$ cat src/rtl/fetch_unit.sv
// Instruction fetch stage: reads 1- or 2-word instructions from a 1-cycle-latency
// synchronous memory and hands them to control over a valid/ready handshake.
module fetch_unit #(
   parameter int          ADDR_W   = 16,
   parameter int          DATA_W   = 16,
   parameter int unsigned RESET_PC = 0,
   parameter int          LONG_BIT = 15
) (
   input  logic              clk,
   input  logic              rst_async_n,
   output logic [ADDR_W-1:0] mem_addr,
   output logic              mem_rd_en,
   input  logic [DATA_W-1:0] mem_rdata,
   output logic              inst_valid,
   input  logic              inst_ready,
   output logic [DATA_W-1:0] inst_word0,
   output logic [DATA_W-1:0] inst_word1,
   output logic              inst_long,
   output logic [ADDR_W-1:0] inst_pc,
   input  logic              jump_valid,
   input  logic [ADDR_W-1:0] jump_addr,
   output logic [2:0]        dbg_state
);

   // Handshake: inst_valid stays high with all inst_* outputs frozen until a
   // cycle with inst_ready=1 (transfer on that rising edge); valid never drops
   // without a transfer except on a jump, which also consumes the held instruction.

   typedef enum logic [2:0] {
      S_INIT   = 3'd0,
      S_FETCH0 = 3'd1,
      S_WAIT0  = 3'd2,
      S_WAIT1  = 3'd3,
      S_HOLD   = 3'd4
   } state_t;

   localparam logic [ADDR_W-1:0] RESET_PC_V = ADDR_W'(RESET_PC);

   state_t            state, state_nxt;
   logic [ADDR_W-1:0] pc, pc_nxt;
   logic [ADDR_W-1:0] pc_inc1;
   logic              cap_word0;
   logic              cap_word1;
   logic              rdata_long;

   assign pc_inc1    = pc + ADDR_W'(1);
   assign rdata_long = mem_rdata[LONG_BIT];
   assign dbg_state  = state;

   always_ff @(posedge clk or negedge rst_async_n) begin
      if (!rst_async_n) begin
         state <= S_INIT;
         pc    <= RESET_PC_V;
      end else begin
         state <= state_nxt;
         pc    <= pc_nxt;
      end
   end

   always_comb begin
      state_nxt  = state;
      pc_nxt     = pc;
      mem_rd_en  = 1'b0;
      mem_addr   = '0;
      inst_valid = 1'b0;
      cap_word0  = 1'b0;
      cap_word1  = 1'b0;
      case (state)
         S_INIT: begin
            state_nxt = S_FETCH0;
         end
         S_FETCH0: begin
            mem_rd_en = 1'b1;
            mem_addr  = pc;
            state_nxt = S_WAIT0;
         end
         S_WAIT0: begin
            // Second word is requested in the same cycle word0 returns.
            cap_word0 = 1'b1;
            mem_addr  = pc_inc1;
            if (rdata_long) begin
               mem_rd_en = 1'b1;
               state_nxt = S_WAIT1;
            end else begin
               state_nxt = S_HOLD;
            end
         end
         S_WAIT1: begin
            cap_word1 = 1'b1;
            state_nxt = S_HOLD;
         end
         S_HOLD: begin
            inst_valid = 1'b1;
            if (inst_ready) begin
               pc_nxt    = pc + (inst_long ? ADDR_W'(2) : ADDR_W'(1));
               state_nxt = S_FETCH0;
            end
         end
         default: begin
            state_nxt = S_INIT;
         end
      endcase
      // A jump overrides everything, including a same-cycle handshake, and
      // drops whatever read is still in flight.
      if (jump_valid && (state != S_INIT)) begin
         pc_nxt    = jump_addr;
         state_nxt = S_FETCH0;
         cap_word0 = 1'b0;
         cap_word1 = 1'b0;
      end
   end

   always_ff @(posedge clk or negedge rst_async_n) begin
      if (!rst_async_n) begin
         inst_word0 <= '0;
         inst_word1 <= '0;
         inst_long  <= 1'b0;
         inst_pc    <= '0;
      end else begin
         if (cap_word0) begin
            inst_word0 <= mem_rdata;
            inst_pc    <= pc;
            inst_long  <= rdata_long;
            if (!rdata_long) begin
               inst_word1 <= '0;
            end
         end
         if (cap_word1) begin
            inst_word1 <= mem_rdata;
         end
      end
   end

endmodule

$ cat config.mk
export PLATFORM = sky130hd
export DESIGN_NAME = fetch_unit
export DESIGN_NICKNAME = d
export VERILOG_FILES = /design/src/rtl/fetch_unit.sv
export SDC_FILE = /design/constraint.sdc
export NUM_CORES = 1
export LEC_CHECK = 0
export BUFFER_PORTS_ARGS = -buffer_cell sky130_fd_sc_hd__buf_2
export CORE_MARGIN = 2
export CORE_UTILIZATION = 30
export DETAILED_ROUTE_END_ITERATION = 8
export HOLD_SLACK_MARGIN = 0.12
export SLEW_MARGIN = 20
export SYNTH_ARGS = -nofsm -noshare
export SYNTH_HDL_FRONTEND = slang
export SYNTH_SLANG_ARGS = --single-unit
$ cat constraint.sdc
create_clock -name clk -period 2.53 [get_ports clk]
set_input_delay 0 -clock clk [delete_from_list [all_inputs] [get_ports clk]]
set_output_delay 0 -clock clk [all_outputs]
set_load 0.01 [all_outputs]
# == Yosys cells after proc, flatten, opt, wreduce, memory -nomap -nowiden ==
# Cells that the tools add are included.
# classes
add_sub_neg,2
multipliers,0
div,0
magnitude_cmp,0
eq_ne,6
shifts,0
muxes,19
bitwise,0
n_reduce_logical,8
# op_table
op,n
two-way mux 16 bit,6
case mux 16 bit (2 select lines),1
adder 16 x 1 -> 16 bit (second input constant),1
adder 16 x 2 -> 16 bit,1
case mux 3 bit (5 select lines),1
two-way mux 3 bit,3
== test 3 x 2 -> 1 bit (second input constant),2
two-way mux 1 bit,6
nonzero test 2 bit,3
AND reduction 2 bit,2
== test 3 x 1 -> 1 bit (second input constant),1
== test 3 bit (second input constant),1
zero test 3 bit,1
!= test 3 bit (second input constant),1
nonzero test 3 bit,1
two-way mux 2 bit,1
!= test 2 x 1 -> 1 bit (second input constant),1
case mux 1 bit (2 select lines),1
logical AND 1 bit,1
# word_totals
register_bits,68
latch_bits,0
mem_bits_rw,0
romBits,0
inputBits,36
memories,0

# == Depth between registers and ports, before layout ==
# logic_depth
ltp_word,5
ltp_mapped,8
mapped_depth_nobuf,7

# == Least setup slack after synthesis ==
# Ideal clock, no wire load.
# synth_timing
path_kind,flip-flop to flip-flop
startpoint,register inst_long
endpoint,register pc[12]
arrival_time_ps,2128
required_time_ps,2392
setup_slack_ps,264
stages_incl_launch_ff,9
synth_period_minus_slack_ps,2266
cell_sequence,dfrtp_1 -> inv_1 -> ha_1 -> inv_1 -> fa_1 -> clkbuf_1 -> or4_4 -> o211ai_1 -> o211ai_1
# synth_between
elab_chain_cells,5
# synth_rtl
element,line_no,source
start: declaration,18,"output logic inst_long,"
start signal: assignment,123,inst_long <= rdata_long;
two-way mux 2 bit,95,pc_nxt = pc + (inst_long ? ADDR_W'(2) : ADDR_W'(1));
adder 16 x 2 -> 16 bit,95,
two-way mux 16 bit,94,if (inst_ready) begin
two-way mux 16 bit,68,case (state)
two-way mux 16 bit,105,if (jump_valid && (state != S_INIT)) begin
end signal: assignment,56,pc <= pc_nxt;
end: declaration,40,"logic [ADDR_W-1:0] pc, pc_nxt;"
# Every way passes these cells. The select of a mux whose other input is x is not followed.
# A chain may end at the register's enable or synchronous reset.

# == Worst setup path in the final report ==
# layout_timing
startpoint,register state[0] (netlist: dbg_state[0])
endpoint,output mem_addr[9]
# layout_between
elab_chain_cells,2
elab_cells_between_ends,3
cone_classes,eq/ne (2); mux (1)
# layout_rtl
element,line_no,source
start: declaration,39,"state_t state, state_nxt;"
start signal: assignment,55,state <= state_nxt;
== test 3 x 2 -> 1 bit / == test 3 x 1 -> 1 bit (equally long branches),68,
case mux 16 bit (2 select lines) *,68,
end: declaration,11,"output logic [ADDR_W-1:0] mem_addr,"
# Every way passes the cells marked *; elsewhere a longest branch is shown, timed or not.

==> out/summary.txt <==
Synth top area share -> 0.475
number of routed nets with antenna violations -> 0
post-synth top area cell -> dfrtp_1
Starting Density -> 0.308
commonest cells after routing, fill and taps aside -> buf_2 (105), dfrtp_1 (67), dlygate4sd3_1 (35)
FP Rows -> 39
share of cells above drive strength 1 -> 0.307
Synth Register Bits -> 67
First-pass DRT Iterations -> 5
Crit Path Category -> flop to primary output
post-synthesis compound-gate area fraction -> 0.216
n_diodes -> 0
Worst Tran Pin Value -> 0.690 ns
largest family of logic cells by synthesized area -> compound AO/OA/AOI/OAI gates
vias in the first global route -> 3309
Mean Syn Cell Area -> 10.5 sq um
core area -> 11500 sq um
crit path from -> dbg_state[0]
DIE AREA -> 12600 sq um
Reg2Reg Depth -> 7
mux cell area share after synthesis -> 0.102
Critical Path RT -> 2.53 ns
Boundary Pins -> 106
WL final -> 10600 microns
Final Util -> 0.417
IO Port Bufs -> 105
Slew Limit Fails -> 0
chip width -> 112 microns
RR Startpoint -> inst_long
FFs w/ async S/R, synth -> 1.00
startpoint type of the worst setup path -> flop
HP Class -> input pin to flop
Avg WL per Cell -> 17.2 microns
clock slew at reported path FFs -> 0.06 ns
Syn Nets -> 377
clk_lat worst skew -> 0.33 ns
Die H -> 112 microns
root buf cell -> clkbuf_16
Vias -> 3268
DR vias/cell -> 5.31
clk_skew -> 0.00708 ns
Synth Flop Type -> dfrtp_1
fin nets -> 507
residual DRC count -> 0
Max Root-Sink Buffers -> 2
hold path endpoint -> pc[4]
XOR/XNOR Fraction of Synth Area -> 0
VDD IR-drop max -> 0.581 mV
R2R Setup Slk -> 0.31 ns
placed cell count -> 564
max-cap viol count -> 0
WP data arrival -> 2.37 ns
CP Max Fanout -> 13
number of synthesized flops with an enable pin -> 0
Final Setup Violations -> 0
Crit. End Element -> primary output
final hold viol count -> 0
highest clock rate -> 0.422 GHz
final setup TNS -> 0 ns
Min-Delay Path Depth -> 3
min cycle time layout -> 2.37 ns
RSZ-0062 raised after global routing -> no
gpl congestion -> 0.888
PwrDens -> 1010 nW/um^2
simple-gate area share of the yosys netlist -> 0.127
initial antenna violation count -> 0
top post-synthesis cells by area -> dfrtp_1 (48%), mux2_1 (8.3%), a22o_1 (4.2%), a21oi_1 (3.1%), o21ai_0 (3.0%)
Cells after Synth -> 337
register area share after synthesis -> 0.475
GRT Overall Usage -> 0.172
max_slew headroom -> 0.540
Syn-to-layout area delta -> 35.6%
largest net degree at the start of global routing -> 40
Post-Syn Area -> 3530 sq um
Num CTS Buffers -> 9
Final period util -> 0.936
drt initial violations -> 132
HP Start -> jump_valid
Post-DP HPWL -> 7370 microns
CTS tree -> done
first-pass GRT wire length -> 17200 microns
post-CTS setup buffers -> 0
GRT Residual Overflow -> 0
status -> completed
count of different cell masters after synthesis -> 52
most common cell after layout, fill and taps aside -> buf_2
clock sinks -> 67
leak pwr -> 2.17 nW
fin cells -> 615
synth warn -> 0
RR Endpoint -> pc[12]
Adder-Cell Fraction of Synth Area -> 0.0163
H-tree depth -> 3
-- cells in the mapped netlist, types with 3 or more instances --
cell and count:
a21oi_1 22, a22o_1 17, a22oi_1 3, a2bb2oi_1 7, a31oi_1 12, and3_1 3
buf_2 11, buf_4 9, clkbuf_1 9, dfrtp_1 67, ha_1 3, inv_1 13
mux2_1 26, mux2_2 5, nand2_1 27, nand3_1 6, nand4_1 5, nor2_1 11
nor3_1 5, nor3b_1 3, o211ai_1 5, o21ai_0 21, o22ai_1 6, o31ai_1 3
o32ai_1 4, o41ai_1 3
-- power by group --
part	switching [mW]	internal (mW)
Clock	0.479	0.764
Sequential	0.378	1.47
Combinational	0.979	0.784
-- registers in the layout, summed over array words and instances (netlist names) --
| signal | cells |
|---|---|
| inst_pc | 16 |
| inst_word0 | 15 |
| inst_word1 | 16 |
| dbg_state | 3 |
| pc | 16 |
| inst_long | 1 |
-- cells by family (layout without fill, tap and decap cells) --
| family | after synthesis | count (layout) |
|---|---|---|
| AOI/OAI and AO/OA | 112 | 112 |
| and+or+nand+nor | 78 | 78 |
| DFF | 67 | 67 |
| buffers and inverters | 44 | 179 |
| muxes | 32 | 32 |
| adders and majority gates | 4 | 4 |
-- how the worst max path moves through the flow --
stage,endpoint,cells after the start
final,mem_addr[9],5
after global routing,mem_addr[9],5
after CTS,mem_addr[9],5
after detailed placement,pc[12],7
after global placement,pc[14],7
after floorplan,pc[12],8
-- stage by stage --
stage	worst slack [ns]	power [mW]	instance area (sq um)	hold slack (ns)
detailed placement	0.330	3.58	4140	0.0832
global route	0.0473	5.20	4790	0.219
CTS	0.179	4.89	4790	0.182
finish	0.162	4.85	4790	0.204
global placement	0.375	3.53	4140	0.0770
floorplan	0.264	2.87	3530	-0.296
-- what timing repair did --
| action | in CTS | in global routing |
|---|---|---|
| endpoints found under the hold margin | 78 | 0 |
| hold buffers | 35 | 0 |
| gates resized for setup | 0 | 0 |
| endpoints found under the setup margin | 0 | 0 |
-- layer usage --
metal	up-vias	GRT usage	part of all wire
met3	10	0.0556	0.084
met1	1573	0.228	0.44
met2	159	0.269	0.46
li1	1526	-	-
met5	-	0	0
met4	0	0.0528	0.012
-- worst max-delay path, stage by stage, from the launching register on --
cell and delay (ns):
dfrtp_1 0.49, or3b_4 0.56, nor4_4 0.40, a31oi_1 0.13, a31oi_1 0.26, buf_2 0.19
-- layout make-up --
type / count / area (sq um)
clock inverters: 6 / 65.1
well taps: 143 / 179
multi-input cells: 226 / 1630
flip-flops and latches: 67 / 1680
repair buffers: 150 / 963
fillers: 1120 / 6680
inverters: 13 / 48.8
clock buffers: 10 / 229
Power figures use the tool's default switching activity.
